`src/rtl/r6_threshold_if.sv`:
```
// Signal bundle for the R6 adaptive-threshold stage.
// The master side drives the window stream; the slave side returns the binarized pixels.
interface r6_threshold_if;
  logic              start_i;
  logic signed [7:0] offset_i;
  logic              valid_i;
  logic [15:0]       sum_i;
  logic [7:0]        center_i;
  logic [7:0]        pixel_o;
  logic              valid_o;
  logic              eol_o;
  logic              eof_o;
  logic              done_o;
  logic              busy_o;

  modport master (
    output start_i, offset_i, valid_i, sum_i, center_i,
    input  pixel_o, valid_o, eol_o, eof_o, done_o, busy_o
  );

  modport slave (
    input  start_i, offset_i, valid_i, sum_i, center_i,
    output pixel_o, valid_o, eol_o, eof_o, done_o, busy_o
  );
endinterface

```
`src/rtl/r6_threshold.sv`:
```
// Adaptive threshold: compares the window centre against (window mean - C)
// and emits a binary pixel stream with row/frame markers.
//
// state | meaning
// IDLE  | waiting for start_i
// RUN   | accepting window results until a full frame has been taken
// DRAIN | all inputs taken, waiting for the last output (eof_o)
// DONE  | one-cycle frame-complete pulse on done_o
module r6_threshold #(
  parameter int COLS = 11,
  parameter int ROWS = 11
) (
  input logic           clk,
  input logic           rst_n,
  r6_threshold_if.slave bus
);
  localparam int NPIX = COLS * ROWS;
  localparam int CW   = $clog2(NPIX + 1);

  typedef enum logic [1:0] {IDLE, RUN, DRAIN, DONE} state_t;

  state_t            state_q, state_d;
  logic signed [7:0] off_q;
  logic [CW-1:0]     in_cnt, col_cnt, row_cnt;
  logic              s1_v, s2_v;
  logic [15:0]       s1_sum;
  logic [7:0]        s1_ctr, s2_mean, s2_ctr;
  logic [7:0]        pixel_q;
  logic              valid_q, eol_q, eof_q;
  logic              accept, last_col, last_row, pix_hi;
  logic signed [9:0] thr;

  assign accept   = bus.valid_i && (state_q == RUN) && !bus.start_i && (in_cnt < CW'(NPIX));
  assign last_col = (col_cnt == CW'(COLS - 1));
  assign last_row = (row_cnt == CW'(ROWS - 1));

  // Threshold may go negative or above 255, hence the 10-bit signed compare.
  assign thr    = $signed({2'b00, s2_mean}) - $signed({{2{off_q[7]}}, off_q});
  assign pix_hi = $signed({2'b00, s2_ctr}) > thr;

  always_comb begin
    state_d = state_q;
    if (bus.start_i) begin
      state_d = RUN;
    end else begin
      case (state_q)
        IDLE:    state_d = IDLE;
        RUN:     if (accept && (in_cnt == CW'(NPIX - 1))) state_d = DRAIN;
        DRAIN:   if (eof_q) state_d = DONE;
        DONE:    state_d = IDLE;
        default: state_d = IDLE;
      endcase
    end
  end

  always_ff @(posedge clk or negedge rst_n) begin
    if (!rst_n) begin
      state_q <= IDLE;
      off_q   <= '0;
      in_cnt  <= '0;
      col_cnt <= '0;
      row_cnt <= '0;
      s1_v    <= 1'b0;
      s1_sum  <= '0;
      s1_ctr  <= '0;
      s2_v    <= 1'b0;
      s2_mean <= '0;
      s2_ctr  <= '0;
      pixel_q <= '0;
      valid_q <= 1'b0;
      eol_q   <= 1'b0;
      eof_q   <= 1'b0;
    end else begin
      state_q <= state_d;
      if (bus.start_i) begin
        off_q   <= bus.offset_i;
        in_cnt  <= '0;
        col_cnt <= '0;
        row_cnt <= '0;
        s1_v    <= 1'b0;
        s2_v    <= 1'b0;
        valid_q <= 1'b0;
        eol_q   <= 1'b0;
        eof_q   <= 1'b0;
      end else begin
        s1_v <= accept;
        if (accept) begin
          s1_sum <= bus.sum_i;
          s1_ctr <= bus.center_i;
          in_cnt <= in_cnt + CW'(1);
        end
        // 388/65536 approximates 1/169; the truncation is intentional.
        s2_v <= s1_v;
        if (s1_v) begin
          s2_mean <= 8'((25'(s1_sum) * 25'd388) >> 16);
          s2_ctr  <= s1_ctr;
        end
        valid_q <= s2_v;
        eol_q   <= s2_v && last_col;
        eof_q   <= s2_v && last_col && last_row;
        if (s2_v) begin
          pixel_q <= pix_hi ? 8'hFF : 8'h00;
          col_cnt <= last_col ? '0 : col_cnt + CW'(1);
          if (last_col) row_cnt <= last_row ? '0 : row_cnt + CW'(1);
        end
      end
    end
  end

  assign bus.pixel_o = pixel_q;
  assign bus.valid_o = valid_q;
  assign bus.eol_o   = eol_q;
  assign bus.eof_o   = eof_q;
  assign bus.done_o  = (state_q == DONE);
  assign bus.busy_o  = (state_q != IDLE);
endmodule

```
`src/flat_wrapper.sv`:
```
// flat-port wrapper written by rule: the top's interface ports become plain ports
module r6_threshold_flat 
#(
  parameter int COLS = 11,
  parameter int ROWS = 11
)
  (clk, rst_n, bus_start_i, bus_offset_i, bus_valid_i, bus_sum_i, bus_center_i, bus_pixel_o, bus_valid_o, bus_eol_o, bus_eof_o, bus_done_o, bus_busy_o);
  r6_threshold_if bus_i ();
  input logic clk;
  input logic rst_n;
  input wire logic [$bits(bus_i.start_i)-1:0] bus_start_i;
  input wire logic [$bits(bus_i.offset_i)-1:0] bus_offset_i;
  input wire logic [$bits(bus_i.valid_i)-1:0] bus_valid_i;
  input wire logic [$bits(bus_i.sum_i)-1:0] bus_sum_i;
  input wire logic [$bits(bus_i.center_i)-1:0] bus_center_i;
  output wire logic [$bits(bus_i.pixel_o)-1:0] bus_pixel_o;
  output wire logic [$bits(bus_i.valid_o)-1:0] bus_valid_o;
  output wire logic [$bits(bus_i.eol_o)-1:0] bus_eol_o;
  output wire logic [$bits(bus_i.eof_o)-1:0] bus_eof_o;
  output wire logic [$bits(bus_i.done_o)-1:0] bus_done_o;
  output wire logic [$bits(bus_i.busy_o)-1:0] bus_busy_o;
  assign bus_i.start_i = bus_start_i;
  assign bus_i.offset_i = bus_offset_i;
  assign bus_i.valid_i = bus_valid_i;
  assign bus_i.sum_i = bus_sum_i;
  assign bus_i.center_i = bus_center_i;
  assign bus_pixel_o = bus_i.pixel_o;
  assign bus_valid_o = bus_i.valid_o;
  assign bus_eol_o = bus_i.eol_o;
  assign bus_eof_o = bus_i.eof_o;
  assign bus_done_o = bus_i.done_o;
  assign bus_busy_o = bus_i.busy_o;
  r6_threshold #(.COLS(COLS), .ROWS(ROWS)) u_core (.clk(clk), .rst_n(rst_n), .bus(bus_i));
endmodule
```
`config.mk`:
```
export PLATFORM = sky130hd
export DESIGN_NAME = r6_threshold_flat
export DESIGN_NICKNAME = d
export VERILOG_FILES = /design/src/rtl/r6_threshold_if.sv /design/src/rtl/r6_threshold.sv /design/src/flat_wrapper.sv
export SDC_FILE = /design/constraint.sdc
export NUM_CORES = 1
export LEC_CHECK = 0
export CAP_MARGIN = 20
export CORE_UTILIZATION = 60
export CTS_CLUSTER_SIZE = 10
export DETAILED_ROUTE_END_ITERATION = 10
export PLACE_DENSITY_LB_ADDON = 0.3
export REMOVE_ABC_BUFFERS = 1
export SLEW_MARGIN = 20
export SYNTH_ARGS = -nofsm -noshare
export SYNTH_HDL_FRONTEND = slang
export SYNTH_SLANG_ARGS = --single-unit
```
`constraint.sdc`:
```
create_clock -name clk -period 5.6 [get_ports clk]
set_input_delay 1.4 -clock clk [delete_from_list [all_inputs] [get_ports clk]]
set_output_delay 1.4 -clock clk [all_outputs]
set_load 0.01 [all_outputs]
```
After elaboration in Yosys (flattened, before gate mapping)
Index checks and enable logic that the tools add are counted.
{"block": "op_classes", "n_addsub": 4, "mul": 1, "magnitude_cmp": 2, "n_eq_ne": 8, "muxes": 19, "bitwise_logic": 1, "n_reduce_logical": 18}
{"op": "$mux W7", "n": 9}
{"op": "$mul A16 B7 Y22 const B", "n": 1}
{"op": "$add A7 B1 Y7 const B", "n": 3}
{"op": "$eq A7 B4 Y1 const B", "n": 2}
{"op": "$gt A9 B10 Y1", "n": 1}
{"op": "$reduce_and A2 Y1", "n": 5}
{"op": "$sub A9 B8 Y10", "n": 1}
{"op": "$mux W8", "n": 1}
{"op": "$reduce_bool A2 Y1", "n": 4}
{"op": "$eq A7 B7 Y1 const B", "n": 1}
{"op": "$lt A7 B7 Y1 const B", "n": 1}
{"op": "$logic_and A1 B1 Y1", "n": 6}
{"op": "$mux W2", "n": 3}
{"op": "$pmux W2 S3", "n": 1}
{"op": "$mux W1", "n": 5}
{"op": "$eq A2 B2 Y1 const B", "n": 2}
{"op": "$ne A3 B2 Y1 const B", "n": 1}
{"op": "$ne A3 B3 Y1 const B", "n": 1}
{"op": "$eq A2 B1 Y1 const B", "n": 1}
{"op": "$logic_not A2 Y1", "n": 1}
{"op": "$reduce_or A2 Y1", "n": 1}
{"op": "$logic_not A1 Y1", "n": 1}
{"op": "$not A1 Y1", "n": 1}
{"block": "word_totals", "regBits": 84}

Logic depth before layout (Yosys ltp)
{"block": "depth", "ltp_word": 8, "mapped_depth": 15, "ltp_nobuf": 15}

Least setup slack after synthesis
OpenSTA, ideal clock, no wires.
{"block": "synth_timing", "path_type": "register to register", "start": "register u_core.s1_sum[6]", "end": "register u_core.s2_mean[5]", "setup_time_ns": 0.135, "t_arrival_ns": 3.183, "t_required_ns": 5.465, "setup_slack_ns": 2.282, "path_stages_with_launch": 14, "cell_sequence": "dfrtp_1 -> ha_1 -> ha_1 -> ha_1 -> inv_1 -> fa_1 -> inv_1 -> ha_1 -> a21oi_1 -> o21ai_0 -> a31o_2 -> a211oi_1 -> xor2_1 -> o21ai_0"}
{"block": "synth_between", "elab_chain_cells": 1}
{"item": "start: declaration", "line": "r6_threshold.sv:26", "text": "logic [15:0] s1_sum;"}
{"item": "start signal: assignment", "line": "r6_threshold.sv:88", "text": "s1_sum <= bus.sum_i;"}
{"item": "$mul A16 B7 Y22", "line": "r6_threshold.sv:95", "text": "s2_mean <= 8'((25'(s1_sum) * 25'd388) >> 16);"}
{"item": "end signal: assignment", "line": "r6_threshold.sv:95"}
{"item": "end: declaration", "line": "r6_threshold.sv:27", "text": "logic [7:0] s1_ctr, s2_mean, s2_ctr;"}
No other way between the ends.
A chain may end at the register's enable or synchronous reset.

Worst setup path after layout
Ends and elaborated chain as after synthesis.

==> results.json <==
{
  "fin_setup_tns_ns": 0,
  "fin_util": 0.700,
  "remaining_drc_errors": 0,
  "worst_path_largest_cell_delay_ns": 0.50,
  "core_um2": 8680,
  "synthArstFlopShare": 1.00,
  "yosysTopAreaCell": "dfrtp_1",
  "die_h_um": 96.4,
  "grt_usage": 0.252,
  "cts_buffers": 9,
  "routed_wl_mm": 10.9,
  "grt_pass1_vias": 3956,
  "portBuffers": 48,
  "leakagePower_nw": 3.14,
  "path_cells": "ha_1, ha_1, ha_1, inv_1, fa_1, inv_1, ha_1, a21oi_1, o21ai_0, a31o_2, a211oi_1, xor2_1, o21ai_0",
  "syn_area_per_cell_um2": 9.21,
  "dr.pass1.iters": 5,
  "crit_buf_inv": 2,
  "dpl_cell_area_um2": 5870,
  "worstPathRequired_ns": 5.82,
  "total_power_w": 0.00382,
  "syn_inst": 581,
  "die_w_um": 96.4,
  "crit_fanout": 5,
  "layout_min_cycle_time_ns": 3.68,
  "fin_nets": 758,
  "clock_path_buffers": 2,
  "post_cts_buffers": 0,
  "fp-row-count": 34,
  "drv_cap": 0,
  "critPathTopFamily": "adder cells",
  "pin_count": 49,
  "synth_edf_count": 0,
  "routedWlPerCell_um": 14.8,
  "diodes": 0,
  "syn_area_um2": 5350,
  "drive_gt1_frac": 0.0431,
  "status": "finished, final reports clean",
  "vdd_drop_max_mv": 0.465,
  "grt_max_degree": 78,
  "worst_slew_pin_slew_ns": 0.966,
  "rr_worst_depth": 13,
  "ys_types": 55,
  "clkTransAtPathRegs_ns": 0.08,
  "skew_ns": 0.0132,
  "synth_flop_cell": "dfrtp_1",
  "vias_per_cell": 5.57,
  "yosys_warnings": 0,
  "antenna_found_initial": 0,
  "dp_hpwl_mm": 8.23,
  "vias": 4095,
  "path_class": "flop to flop",
  "cp.depth": 13,
  "power_density_nw_per_um2": 628,
  "hold_depth": 2,
  "cts_tree": "built",
  "grt_pass1_wl_mm": 17.8,
  "maxSlewViolCount": 0,
  "synth.top_cells.by_area": "dfrtp_1 (36%), ha_1 (22%), nand2_1 (8.5%)",
  "final_area_um2": 6080,
  "synth-seq-area-share": 0.360,
  "crit_path_end_kind": "flop",
  "synth_seq_cells": 77,
  "start_util": 0.617,
  "cts_resized": 0,
  "first_iter_violations": 210,
  "hold_class": "flop to flop",
  "slowest_stage": "fa_1",
  "hold_viol_final": 0,
  "rsz0062_at_grt": "false",
  "startpoint_type": "flop",
  "arrival_ns": 3.89,
  "overflow": 0,
  "cts_sinks": 77,
  "ant_nets": 0,
  "cts_hold_buffers": 0,
  "clockRootBuffer": "clkbuf_8",
  "syn2layout_area_growth_pct": 13.6,
  "clkLatencyLatePin_ns": 0.36,
  "fin_crit_sh": 0.656,
  "timing.fmax_mhz": 272,
  "htreeDepth": 3,
  "yosys.area.top_type_share": 0.360,
  "gp_congestion": 0.835,
  "crit_top_cell": "ha_1",
  "relSlewSlack": 0.356,
  "setup_viol": 0,
  "fp.dieArea_um2": 9300
}
## cell type report
| type | instances | area [µm²] |
|---|---|---|
| clock buffer | 11 | 151 |
| multi-input combinational | 424 | 3090 |
| tap | 108 | 135 |
| clock inverter | 5 | 57.6 |
| timing repair buffer | 50 | 493 |
| inverter | 60 | 225 |
| fill | 698 | 2600 |
| sequential | 77 | 1930 |
## worst register-to-register path, stage by stage, from the launching register on
cell	delay [ns]
dfrtp_1	0.43
ha_1	0.32
ha_1	0.32
ha_1	0.29
inv_1	0.05
fa_1	0.50
inv_1	0.04
ha_1	0.34
a21oi_1	0.17
o21ai_0	0.11
a31o_2	0.30
a211oi_1	0.41
xor2_1	0.18
o21ai_0	0.09
## cell usage after synthesis (all sizes together), types with 9 or more instances
cell and count:
a21oi 21, buf 11, clkbuf 9, dfrtp 77, ha 92, inv 60
nand2 121, nand3 9, nor2 18, o21ai 40, xnor2 11, xor2 12
## cells in the final DEF (no fill, tap or decap), drive strengths merged, types with 4 or more instances in the layout
cell / n
fa: 8
xor2: 12
a211oi: 4
nor2: 18
ha: 92
nand2b: 6
nand3: 9
xnor2: 11
o211ai: 4
inv: 61
nand2: 121
nor3: 5
a21oi: 21
nand4: 7
dfrtp: 77
o21ai: 40
clkbuf: 11
and3: 6
clkdlybuf4s50: 47
a21o: 7
and2: 5
## cell families after synthesis
family / share of synthesized area
AOI/OAI and AO/OA: 0.125
xor gates and xnor gates: 0.0376
adders and majority gates: 0.245
buffers and inverters: 0.0627
DFF: 0.360
muxes: 0.00772
and+or+nand+nor: 0.162
## per-layer routing
layer | vias to the layer above | share of wire | track usage
met5 | - | 0 | 0
met4 | 0 | 0.016 | 0.0821
li1 | 2054 | - | -
met2 | 73 | 0.51 | 0.435
met1 | 1951 | 0.44 | 0.314
met3 | 17 | 0.038 | 0.0532
## power breakdown
group	internal (W)	switching [W]	total [W]
Combinational	0.00114	0.00138	0.00252
Clock	0.000231	0.000208	0.000439
Sequential	0.000714	0.000147	0.000861
## per-stage QoR
step / setup slack (ns) / instances / hold slack (ns)
final: 1.92 / 735 / 0.480
after global routing: 1.74 / 735 / 0.515
after CTS: 1.93 / 735 / 0.481
after detailed placement: 1.92 / 719 / 0.463
after global placement: 1.99 / 719 / 0.459
after floorplan: 2.27 / 561 / 0.439
## path summary, 6_finish.rpt
kind	end	slack, ns	from
max	u_core.s2_mean[5]	1.92	u_core.s1_sum[6]
min	u_core.s2_ctr[4]	0.48	u_core.s1_ctr[4]
max reg2reg	u_core.s2_mean[5]	1.92	u_core.s1_sum[6]
min reg2reg	u_core.s2_ctr[4]	0.48	u_core.s1_ctr[4]
max in group asynchronous	u_core.s2_mean[6]	3.78	rst_n
min in group asynchronous	u_core.off_q[4]	1.16	rst_n
## state kept, by name, summed over array words and instances, names as in the netlist
signal              count
u_core.s1_ctr           8
u_core.bus.eol_o        1
u_core.s1_sum          16
u_core.s1_v             1
u_core.bus.eof_o        1
u_core.s2_v             1
u_core.in_cnt           7
u_core.s2_mean          8
u_core.bus.pixel_o      1
u_core.off_q            8
u_core.col_cnt          7
u_core.s2_ctr           8
u_core.row_cnt          7
u_core.state_q          2
u_core.bus.valid_o      1
(Power assumes the default switching activity.)
==> RTL edit 1 (same flow settings) <==
One comparison of `col_cnt` changes from == to >=.
--- a/src/rtl/r6_threshold.sv
+++ b/src/rtl/r6_threshold.sv
@@ -32,5 +32,5 @@
 
   assign accept   = bus.valid_i && (state_q == RUN) && !bus.start_i && (in_cnt < CW'(NPIX));
-  assign last_col = (col_cnt == CW'(COLS - 1));
+  assign last_col = (col_cnt >= CW'(COLS - 1));
   assign last_row = (row_cnt == CW'(ROWS - 1));
 
Function: same outputs for any inputs over 4 cycles, from zero or initial values and one cycle with rst_n low; that may be too few to reach the edited logic, so the function may still have changed.
==> RTL edit 1 against the unedited design <==
First-iteration DRC count is 53% lower. Non-clock buffer count is the same. Synthesized area decreased by 0.28%. Routed wire length fell by 7.9%. Sequential cell count unchanged. Cell area fell by 0.91%. Fmax grew 2.5%. Die area shrank 0.28%. Global-route usage is 1.7 points lower. Cell count down 6.7%. Setup slack better by 0.091 ns. Highest routed layer unchanged.
Power is not shown: default switching activity piles up to over one toggle a cycle in this logic, so the estimate is an artifact.
==> RTL edit 1: results <==
{
  "largest_register_ffs": 16,
  "async_flop_share_pct": 100.0,
  "synthXorXnorAreaFrac_pct": 3.939,
  "setup_viol_count_final": 0,
  "clock_tree.root_cell": "clkbuf_8",
  "grt_pass1_wl_mm": 16.57,
  "hold_viol": 0,
  "yosys_warnings": 0,
  "status": "finished, final reports clean",
  "layout.nets": 710,
  "drv_cap": 0,
  "insertion_delay_ns": 0.35,
  "cts-htree-levels": 3,
  "antenna_found_initial": 0,
  "yosysSeqAreaShare_pct": 36.11,
  "fin_skew_ns": 0.008409,
  "cpPeakStageDelay_ns": 0.46,
  "drive_above_1_share_pct": 8.651,
  "worstPathMaxFanout": 4,
  "cts_setup_buffers": 0,
  "cts-buffers-inserted": 9,
  "hold_class": "register to register",
  "ctsResizeCount": 0,
  "clkTransAtPathRegs_ns": 0.09,
  "synth_compound_area_share_pct": 13.25,
  "arrival_ns": 3.79,
  "dp_hpwl_mm": 7.623,
  "regMostFlops": "u_core.s1_sum",
  "first_global_vias": 3686,
  "clockBufferDepth": 2,
  "place_congestion": 0.8508,
  "ys_top_cells_by_area": "dfrtp_1 36%, ha_1 22%, nand2_1 4.5%",
  "fillCellCount": 680,
  "drtIter0Drc": 99,
  "grt_max_degree": 78,
  "synthMuxAreaShare_pct": 4.760,
  "grt_util_all_layers_pct": 23.49,
  "synth_cell_type_count": 59,
  "worst_slew_pin_slew_ns": 0.9484,
  "antenna_cells": 0,
  "synth_common_cells": "92 x ha_1, 77 x dfrtp_1, 64 x nand2_1, 59 x inv_1, 29 x o21ai_0",
  "num_vias": 3859,
  "dr.pass1.iters": 4,
  "crit_slowest_cell": "fa_1",
  "wl_per_cell_um": 14.59,
  "synth-adder-area-share_pct": 24.57,
  "path_delay_family": "adder cells",
  "io_buffers": 48
}
-- RTL edit 1: cell count changes in the layout (fill, tap and decap cells not counted), sizes merged, moves of 4 or more --
cell and change:
a21oi -10, mux2 +18, nand2 -57, nor2 +4, nor3b +4
-- RTL edit 1: final cells by class --
| cell class | count | area [um^2] | share of cell area [%] |
|---|---|---|---|
| clock inverter | 6 | 38.79 | 0.6440 |
| multi-input combinational | 377 | 3084 | 51.20 |
| clock buffer | 9 | 123.9 | 2.057 |
| timing repair buffer | 50 | 493.0 | 8.184 |
| tap | 108 | 135.1 | 2.243 |
| sequential | 77 | 1927 | 31.99 |
| inverter | 59 | 221.5 | 3.677 |
-- RTL edit 1: metrics by stage --
stage                     setup WS [ns]  area (um^2)  std cells  utilization, %
after global routing              1.858         6023        686           69.41
after CTS                         2.028         6023        686           69.41
after global placement            1.944         5861        671           67.53
after floorplan                   2.307         5233        513               -
final                             2.015         6023        686           69.41
after detailed placement          1.864         5861        671           67.53
-- RTL edit 1: final timing paths --
kind                                              start                            end  slack (ns)  depth (start not counted)
min in group asynchronous                         rst_n    u_core.off_q[3]$_DFFE_PN0P_        1.18                          1
max reg2reg                u_core.s1_sum[3]$_DFFE_PN0P_  u_core.s2_mean[3]$_DFFE_PN0P_        2.02                         11
max in group asynchronous                         rst_n  u_core.s1_sum[12]$_DFFE_PN0P_        3.80                          1
min reg2reg                u_core.s1_ctr[7]$_DFFE_PN0P_   u_core.s2_ctr[7]$_DFFE_PN0P_        0.48                          2
max                        u_core.s1_sum[3]$_DFFE_PN0P_  u_core.s2_mean[3]$_DFFE_PN0P_        2.02                         11
min                        u_core.s1_ctr[7]$_DFFE_PN0P_   u_core.s2_ctr[7]$_DFFE_PN0P_        0.48                          2
-- RTL edit 1: cells by family after synthesis --
kind of cell	Yosys count
XOR/XNOR	24
buffers and inverters	77
flip-flops	77
AND/OR/NAND/NOR	129
multiplexers	23
adder cells (fa/ha/maj)	100
AO/OA/AOI/OAI	101
-- RTL edit 1: metal layers --
layer	track usage [%]	part of all wire [%]	wire length, um
met1	28.77	46	4562
met5	0	0	0
met3	3.476	3.1	306
met2	41.73	49	4942
met4	8.701	2.0	197
-- RTL edit 1: worst min-delay path, cell delays in order (launching register included) --
cell and delay, ns:
dfrtp_1 0.35, nand2_1 0.05, nand2_1 0.05
==> RTL edit 2 (same flow settings) <==
Made on the original files. `ROWS` is set to 11 in 2 places; all go to 12.
--- a/src/rtl/r6_threshold.sv
+++ b/src/rtl/r6_threshold.sv
@@ -9,5 +9,5 @@
 module r6_threshold #(
   parameter int COLS = 11,
-  parameter int ROWS = 11
+  parameter int ROWS = 12
 ) (
   input logic           clk,
--- a/src/flat_wrapper.sv
+++ b/src/flat_wrapper.sv
@@ -3,5 +3,5 @@
 #(
   parameter int COLS = 11,
-  parameter int ROWS = 11
+  parameter int ROWS = 12
 )
   (clk, rst_n, bus_start_i, bus_offset_i, bus_valid_i, bus_sum_i, bus_center_i, bus_pixel_o, bus_valid_o, bus_eol_o, bus_eof_o, bus_done_o, bus_busy_o);
Function: no difference found for any inputs over 4 cycles, from zero or initial values and one cycle with rst_n low; that may be too few to reach the edited logic, so the function may still have changed.
==> RTL edit 2 against the unedited design <==
Setup slack worse by 0.018 ns. Synthesized area up 0.58%. Global-route usage down 1.1 points. Sequential share of layout area up 1.0 points. Cell area up 0.60%. Sequential cell count up 3. Routed wire length down 2.1%. Power down 4.6%. Fmax down 0.50%. Critical path type is now primary input to register.
==> RTL edit 2: results <==
{
  "status": "finished, final reports clean",
  "multi_input_gates": 431,
  "routed_wl_mm": 10.64,
  "regToRegSetupSlack_ns": 1.94,
  "area_share_nonclk_buffers_pct": 8.001,
  "grt_util_all_layers_pct": 24.09,
  "p_sw_share_pct": 44.00,
  "arrival_ns": 3.92,
  "fin_skew_ns": 0.008379,
  "crit_end": "u_core.s2_mean[2]$_DFFE_PN0P_",
  "p_leak_nw": 3.119,
  "clk_share_pct": 3.560,
  "timing.hold.ws_ns": 0.4769,
  "drtIter0Drc": 239,
  "n_clock_buffer": 10,
  "synth_common_cells": "122 x nand2_1, 90 x ha_1, 80 x dfrtp_1, 45 x inv_1, 32 x o21ai_0",
  "yosysSeqAreaShare_pct": 37.19,
  "r2r_start": "u_core.s1_sum[5]$_DFFE_PN0P_",
  "seq_share_pct": 32.74,
  "clockPowerShare_pct": 13.1,
  "dp_hpwl_mm": 7.890,
  "place_inst": 714,
  "worstPathMaxFanout": 40,
  "viasPerCell": 5.704,
  "wl_per_cell_um": 14.57,
  "grt_max_degree": 81,
  "slew_headroom_pct": 36.08,
  "hold_end": "u_core.s2_ctr[6]$_DFFE_PN0P_",
  "path_delay_family": "buffers and inverters",
  "ys_top_cells_by_area": "dfrtp_1 37%, ha_1 21%, nand2_1 8.5%",
  "cpPeakStageDelay_ns": 0.57,
  "multiInputGateArea_mm2": 0.003098,
  "synthCells": 578,
  "seq_cell_count": 80,
  "fillCellCount": 665
}
==> RTL edit 2: changes by cell type in the layout (fill, tap and decap cells not counted), moves of 3 or more <==
cell and change:
nor2_1 +5, xor2_1 +5, nand4_1 +8, o211ai_1 +3, nand3_1 -6, dfrtp_1 +3, inv_1 -14, o21ai_0 -7
nor3_1 +7, and2_1 -3
==> RTL edit 2: metal layers <==
layer	share of wire [%]	GRT usage, %
met1	46	30.72
met5	0	0
met4	1.9	8.152
met3	3.3	4.480
met2	49	41.22
==> RTL edit 2: cell families after synthesis <==
group | share of synthesized area (%)
AO/OA/AOI/OAI | 11.13
XOR/XNOR | 4.556
adder cells (fa/ha/maj) | 23.90
buffers and inverters | 5.253
flip-flops | 37.19
multiplexers | 0.3952
AND/OR/NAND/NOR | 17.57
==> RTL edit 2: stage by stage <==
step | total power [mW] | util [%]
after floorplan | 2.574 | -
after global placement | 3.031 | 67.58
after detailed placement | 3.144 | 67.58
after CTS | 3.658 | 70.07
after global routing | 4.025 | 70.11
final | 3.644 | 70.11
